**src/rtl/div_8by4.sv**
```systemverilog
// Sequential restoring unsigned divider: DIVIDEND_W-bit dividend by DIVISOR_W-bit divisor,
// one quotient bit per clock, with the en_i start / fim_o done handshake.
module div_8by4 #(
  parameter int DIVIDEND_W = 8,
  parameter int DIVISOR_W  = 4
) (
  input  logic                  clk_i,
  input  logic                  rst_i,
  input  logic                  en_i,
  input  logic [DIVIDEND_W-1:0] A_i,
  input  logic [DIVISOR_W-1:0]  B_i,
  output logic [DIVIDEND_W-1:0] Q_o,
  output logic [DIVISOR_W-1:0]  R_o,
  output logic                  div0_o,
  output logic                  fim_o
);

  localparam int CNT_W = $clog2(DIVIDEND_W) + 1;

  localparam logic [1:0] ST_IDLE = 2'd0;
  localparam logic [1:0] ST_CALC = 2'd1;
  localparam logic [1:0] ST_END  = 2'd2;

  logic [1:0]            r_state;
  logic [DIVIDEND_W-1:0] r_dvd;
  logic [DIVISOR_W-1:0]  r_dvs;
  logic [DIVISOR_W:0]    r_rem;
  logic [CNT_W-1:0]      r_cnt;

  logic [DIVISOR_W:0]    w_t;
  logic [DIVISOR_W:0]    w_diff;
  logic                  w_ge;
  logic [DIVISOR_W:0]    w_rem_nxt;
  logic [DIVIDEND_W-1:0] w_dvd_nxt;
  logic                  w_last;

  // One restoring step: shift in the next dividend bit, subtract when it fits.
  assign w_t       = {r_rem[DIVISOR_W-1:0], r_dvd[DIVIDEND_W-1]};
  assign w_ge      = (w_t >= {1'b0, r_dvs});
  assign w_diff    = w_t - {1'b0, r_dvs};
  assign w_rem_nxt = w_ge ? w_diff : w_t;
  assign w_dvd_nxt = {r_dvd[DIVIDEND_W-2:0], w_ge};
  assign w_last    = (r_cnt == CNT_W'(DIVIDEND_W - 1));

  always_ff @(posedge clk_i or posedge rst_i) begin
    if (rst_i) begin
      r_state <= ST_IDLE;
      r_dvd   <= '0;
      r_dvs   <= '0;
      r_rem   <= '0;
      r_cnt   <= '0;
      Q_o     <= '0;
      R_o     <= '0;
      div0_o  <= 1'b0;
      fim_o   <= 1'b0;
    end else begin
      fim_o <= 1'b0;
      case (r_state)
        ST_IDLE: begin
          if (en_i) begin
            if (B_i == '0) begin
              Q_o     <= '1;
              R_o     <= '0;
              div0_o  <= 1'b1;
              fim_o   <= 1'b1;
              r_state <= ST_END;
            end else begin
              r_dvd   <= A_i;
              r_dvs   <= B_i;
              r_rem   <= '0;
              r_cnt   <= '0;
              r_state <= ST_CALC;
            end
          end
        end
        ST_CALC: begin
          r_dvd <= w_dvd_nxt;
          r_rem <= w_rem_nxt;
          r_cnt <= r_cnt + 1'b1;
          if (w_last) begin
            Q_o     <= w_dvd_nxt;
            R_o     <= w_rem_nxt[DIVISOR_W-1:0];
            div0_o  <= 1'b0;
            fim_o   <= 1'b1;
            r_state <= ST_END;
          end
        end
        ST_END: begin
          r_state <= ST_IDLE;
        end
        default: begin
          r_state <= ST_IDLE;
        end
      endcase
    end
  end

endmodule

```
**config.mk**
```make
export PLATFORM = sky130hd
export DESIGN_NAME = div_8by4
export DESIGN_NICKNAME = d
export VERILOG_FILES = /design/src/rtl/div_8by4.sv
export SDC_FILE = /design/constraint.sdc
export NUM_CORES = 1
export LEC_CHECK = 0
export CAP_MARGIN = 25
export CORE_MARGIN = 1
export CORE_UTILIZATION = 50
export CTS_CLUSTER_DIAMETER = 60
export CTS_CLUSTER_SIZE = 40
export DETAILED_ROUTE_END_ITERATION = 12
export PLACE_DENSITY = 0.86
export SLEW_MARGIN = 20
export SYNTH_ARGS = -nofsm -noshare
export SYNTH_HDL_FRONTEND = slang
export SYNTH_SLANG_ARGS = --single-unit
```
**constraint.sdc**
```tcl
create_clock -name clk_i -period 2.4 [get_ports clk_i]
set_clock_uncertainty 0.05 [all_clocks]
set_input_delay 0.48 -clock clk_i [delete_from_list [all_inputs] [get_ports clk_i]]
set_output_delay 0.48 -clock clk_i [all_outputs]
set_load 0.01 [all_outputs]
```
==> flow_metrics.env, run 1 <==
export IMPL_antenna_found_initial=0
export IMPL_r2r_cells=6
export IMPL_finalCriticalPeriod_ns=1.95
export IMPL_die_w_um=61.6
export IMPL_cts_htree_levels=2
export IMPL_nFillCells=295
export IMPL_hold_end="r_cnt[3]"
export IMPL_max_slew_margin_rel=0.567
export IMPL_hold_worst_slack_ns=0.434
export IMPL_wire_per_inst_um=12.9
export IMPL_synth_simple_area_share=0.145
export IMPL_grt_pass1_vias=1207
export IMPL_fin_nets=224
export IMPL_synth_seq_cells=36
export IMPL_dieArea_um2=3790
export IMPL_critPathMaxStageDelay_ns=0.42
export IMPL_fin_setup_tns_ns=0
export IMPL_async_flop_share=1.00
export IMPL_routabilityCongestion=0.816
export IMPL_synth_mux_area_fraction=0.0684
export IMPL_drc=0
export IMPL_fp_row_count=21
export IMPL_required_ns=2.57
export IMPL_synth_fa_ha_area_frac=0.0465
export IMPL_worstPathArrival_ns=2.12
export IMPL_hold_class="reg2reg"
export IMPL_rsz0062_at_grt="false"
export IMPL_critPathTopFamily="multiplexers"
export IMPL_overflow=0
export IMPL_synth_xor_xnor_area_share=0.00494
export IMPL_worstMarginPinSlew_ns=0.649
export IMPL_clk_pin_slew_worst_paths_ns=0.10
export IMPL_first_iter_violations=73
export IMPL_grt_usage=0.207
export IMPL_first_pass_iters=4
export IMPL_ios=29
export IMPL_final_cells=250
export IMPL_hp_start="r_cnt[3]"
export IMPL_postPlaceCellArea_um2=2100
export IMPL_grt_pass1_wl_um=5490
export IMPL_drive_gt1_frac=0.162
export IMPL_ir_worst_vdd_mv=0.699
export IMPL_p_leak_nw=0.974
export IMPL_cts_tree="done"
export IMPL_clk_path_buf_depth=2
export IMPL_syn_nets=193
export IMPL_cts_inserted_buffers=5
export IMPL_fin_area_um2=2160
export IMPL_final_antenna_net_count=0
export IMPL_cp_max_fo=3
export IMPL_slowest_stage="dfrtp_1"
export IMPL_cts_sinks=36
export IMPL_core_area_um2=3360
export IMPL_path_class="reg2reg"
export IMPL_crit_chain="ha_1, nand2_1, o21ai_0, mux2i_1, a31oi_1, mux2_2"
export IMPL_place_inst=242
export IMPL_dp_hpwl_um=2420
export IMPL_syn_avg_cell_area_um2=10.3
export IMPL_cts_hold_buf=0
export IMPL_cts_resized=0
export IMPL_cts_root_buf="clkbuf_4"
export IMPL_cp_start_kind="register"
export IMPL_routed_wl_um=3220
export IMPL_syn2layout_area_growth_pct=21.9
export IMPL_drv_slew=0
export IMPL_synth_area_um2=1770
export IMPL_n_antenna_cell=0
export IMPL_crit_buf_inv=0
export IMPL_outcome="completed"
export IMPL_yosysWarnings=0
export IMPL_postCtsSetupRepairBufs=0
export IMPL_insertion_delay_ns=0.33
export IMPL_setup_viol=0
export IMPL_synth_top_family_by_area="compound AO/OA/AOI/OAI gates"
export IMPL_io_buffers=28
export IMPL_worst_setup_path_end_kind="register"
export IMPL_final_core_util=0.643
export IMPL_synth_flop_cell="dfrtp_1"
export IMPL_hold_viol=0
export IMPL_fmax_ghz=0.512
export IMPL_synthCells=172
export IMPL_p_per_area_nw_per_um2=1410
export IMPL_drt_vias_per_instance=5.22
export IMPL_multi_input_area_um2=774
export IMPL_hold_path_depth=1
export IMPL_final_common_cell="dfrtp_1"
export IMPL_worstReg2RegEnd="R_o[3]"
export IMPL_layout_common_cells="dfrtp_1, clkdlybuf4s50_1, nor2_1"
export IMPL_initial_core_util=0.528
export IMPL_fin_crit_sh=0.813
export IMPL_grt_max_degree=37
export IMPL_r2r_setup_slack_ns=0.45
export IMPL_ys_seq_area_frac=0.508
export IMPL_register_area_um2=901
export IMPL_via_count=1306
export IMPL_dieHeight_um=61.6
export IMPL_synth_compound_area_frac=0.172
export IMPL_synth_edf_count=0
export IMPL_drv_cap=0
export IMPL_r2r_start="r_rem[1]"
export IMPL_synth_distinct_cells=37
==> how the worst max path moves through the flow <==
stage / start / to / cells past startpoint
2_1_floorplan: r_rem[1] / R_o[3] / 6
3_3_place_gp: B_i[0] / r_dvs[0] / 5
3_5_place_dp: B_i[0] / r_dvs[1] / 5
4_1_cts: r_rem[1] / R_o[3] / 6
5_1_grt: r_rem[1] / R_o[3] / 6
6_report: r_rem[1] / R_o[3] / 6
==> where the power goes <==
group / internal, W / switching (W)
Combinational: 0.000829 / 0.000804
Sequential: 0.000895 / 0.000196
Clock: 0.000139 / 0.000192
Total: 0.00186 / 0.00119
==> final cells by class <==
| type | count | area share |
|---|---|---|
| multi-input combinational | 116 | 0.358 |
| clock buffer | 6 | 0.0237 |
| timing repair buffer | 32 | 0.149 |
| clock inverter | 2 | 0.00463 |
| sequential | 36 | 0.417 |
| inverter | 12 | 0.0208 |
| tap | 46 | 0.0266 |
==> synth_stat cells, types with 2 or more instances <==
cell / count / area [µm²]
a21oi_1: 2 / 10.0
a21o_1: 2 / 15.0
inv_1: 12 / 45.0
mux2_4: 6 / 90.1
dfrtp_1: 36 / 901
clkbuf_1: 3 / 11.3
o22ai_1: 4 / 25.0
nand3_1: 4 / 20.0
nand2_1: 21 / 78.8
nor2_1: 26 / 97.6
o21ai_0: 7 / 35.0
mux2i_1: 2 / 20.0
a21oi_2: 9 / 78.8
ha_1: 5 / 62.6
o21a_1: 2 / 15.0
buf_2: 2 / 10.0
a31oi_1: 9 / 56.3
==> routing by layer <==
metal / GRT usage / up-vias / wire length [µm] / share of wire
li1: - / 647 / - / -
met1: 0.281 / 617 / 1430 / 0.44
met2: 0.318 / 38 / 1570 / 0.49
met3: 0.0672 / 4 / 192 / 0.060
met4: 0.0603 / 0 / 26 / 0.0081
met5: 0 / - / 0 / 0
==> stage by stage <==
| stage | setup slack (ns) | power, W |
|---|---|---|
| finish | 0.449 | 0.00306 |
| global route | 0.265 | 0.00336 |
| CTS | 0.423 | 0.00308 |
| detailed placement | 0.147 | 0.00275 |
| global placement | 0.172 | 0.00267 |
| floorplan | 0.674 | 0.00226 |
==> registers in the layout, indices dropped and copies added (netlist names) <==
name and cells:
div0_o 1, r_cnt 4, r_state 2, Q_o 8, r_dvs 4, fim_o 1
r_dvd 8, r_rem 4, R_o 4
==> logic make-up (layout without fill, tap and decap cells) <==
group                    Yosys count  count (layout)
XOR/XNOR                           1               1
adder cells (fa/ha/maj)            6               6
buffers and inverters             20              52
multiplexers                       9               9
AO/OA/AOI/OAI                     42              42
AND/OR/NAND/NOR                   58              58
flip-flops                        36              36
==> worst reg2reg max path: stages, from the launching register on <==
cell and delay (ns):
dfrtp_1 0.42, ha_1 0.34, nand2_1 0.09, o21ai_0 0.29
mux2i_1 0.24, a31oi_1 0.13, mux2_2 0.29
Power figures use the tool's default switching activity.
==> inputs of run 2 (changes only) <==
clock period = 1.9 ns   (was 2.4 ns; I/O delays follow)
==> run 2 against run 1 <==
First-iteration DRC count shrank 16%. Setup slack worse by 0.42 ns. Via count rose by 5.4%. Worst hold slack worse by 0.059 ns. Die area unchanged. Largest power group unchanged. Final cell count up 5.2%.
==> flow_metrics.env, run 2 (same netlist as run 1, synthesis figures left out) <==
export IMPL_dieArea_um2=3790
export IMPL_via_count=1376
export IMPL_hold_worst_slack_ns=0.375
export IMPL_grt_max_degree=37
export IMPL_dieHeight_um=61.6
export IMPL_antenna_found_initial=0
export IMPL_finalPower_w=0.00443
export IMPL_dp_hpwl_um=2620
export IMPL_drive_gt1_frac=0.258
export IMPL_grt_pass1_vias=1202
export IMPL_fp_row_count=21
export IMPL_layout_common_cells="dfrtp_1, clkdlybuf4s50_1, nor2_1"
export IMPL_worstMarginPinSlew_ns=0.451
export IMPL_fmax_ghz=0.534
export IMPL_final_common_cell="dfrtp_1"
export IMPL_cts_root_buf="clkbuf_4"
export IMPL_first_pass_iters=4
export IMPL_fin_setup_tns_ns=0
export IMPL_final_antenna_net_count=0
export IMPL_required_ns=2.12
export IMPL_clk_path_buf_depth=2
export IMPL_fin_nets=237
export IMPL_hold_viol=0
export IMPL_cts_tree="done"
export IMPL_outcome="completed"
export IMPL_drt_vias_per_instance=5.23
export IMPL_final_cells=263
export IMPL_cts_sinks=36
export IMPL_reg_largest_list="Q_o (8), r_dvd (8)"
export IMPL_finalCriticalPeriod_ns=1.87
export IMPL_setup_viol=0
export IMPL_hold_class="in2async"
export IMPL_worstReg2RegEnd="r_rem[0]"
export IMPL_die_w_um=61.6
export IMPL_cts_hold_buf=0
export IMPL_initial_core_util=0.528
export IMPL_r2r_setup_slack_ns=0.03
export IMPL_path_class="reg2reg"
export IMPL_routabilityCongestion=0.856
export IMPL_core_area_um2=3360
export IMPL_grt_usage=0.210
export IMPL_drv_cap=0
export IMPL_r2r_start="r_dvs[2]"
export IMPL_grt_pass1_wl_um=5600
export IMPL_first_iter_violations=61
export IMPL_worst_setup_path_end_kind="register"
export IMPL_drc=0
export IMPL_drv_slew=0
export IMPL_p_per_area_nw_per_um2=1890
export IMPL_fin_crit_sh=0.985
export IMPL_ios=29
export IMPL_cp_start_kind="register"
export IMPL_final_core_util=0.698
export IMPL_place_inst=253
export IMPL_ir_worst_vdd_mv=0.799
export IMPL_max_slew_margin_rel=0.699
export IMPL_io_buffers=28
export IMPL_routed_wl_um=3700
export IMPL_worstPathArrival_ns=2.09
export IMPL_clk_pin_slew_worst_paths_ns=0.11
export IMPL_syn2layout_area_growth_pct=32.3
export IMPL_cp_max_fo=4
export IMPL_cts_htree_levels=2
export IMPL_n_antenna_cell=0
export IMPL_cts_inserted_buffers=5
export IMPL_insertion_delay_ns=0.34
export IMPL_p_leak_nw=1.05
export IMPL_overflow=0
export IMPL_wire_per_inst_um=14.1
export IMPL_r2r_cells=7
run 2: worst max path at each step:
stage / to / startpoint
2_1_floorplan: R_o[3] / r_rem[1]
3_3_place_gp: r_dvs[1] / B_i[0]
3_5_place_dp: r_cnt[3] / B_i[2]
4_1_cts: R_o[3] / r_rem[1]
5_1_grt: r_rem[0] / r_dvs[2]
6_report: r_rem[0] / r_dvs[2]
run 2: final cells by class:
| type | count | area [µm²] |
|---|---|---|
| clock buffer | 5 | 37.5 |
| clock inverter | 3 | 42.5 |
| fill | 266 | 1020 |
| inverter | 12 | 45.0 |
| multi-input combinational | 116 | 830 |
| sequential | 36 | 902 |
| tap | 46 | 57.6 |
| timing repair buffer | 45 | 433 |
run 2: repair_timing:
action | in CTS | in global routing
buffers inserted | 0 | 2
gates resized for setup | 3 | 10
setup endpoints to repair | 3 | 7
pin swaps | 0 | 4
run 2: routing by layer:
layer	up-vias	track usage	wire (µm)
met5	-	0	0
met4	0	0.0762	64
met3	7	0.0504	128
met2	31	0.335	1800
met1	660	0.281	1700
li1	678	-	-
run 2: where the power goes:
| part | switching (W) | leakage, nW | internal, W |
|---|---|---|---|
| Combinational | 0.00123 | 0.589 | 0.00129 |
| Clock | 0.000258 | 0.0412 | 0.000274 |
| Sequential | 0.000245 | 0.419 | 0.00113 |
run 2: critical path: stages (launching register included):
cell and delay, ns:
dfrtp_1 0.42, inv_1 0.11, ha_4 0.23, a21oi_4 0.18, o21a_1 0.20, o21a_4 0.19
mux2_4 0.32, o22ai_2 0.11
run 2: stage by stage:
step	area (µm²)	setup slack [ns]
6_report	2350	0.0284
5_1_grt	2350	-0.0237
4_1_cts	2280	0.00210
3_5_place_dp	2200	-0.186
3_3_place_gp	2200	-0.141
2_1_floorplan	1770	0.174
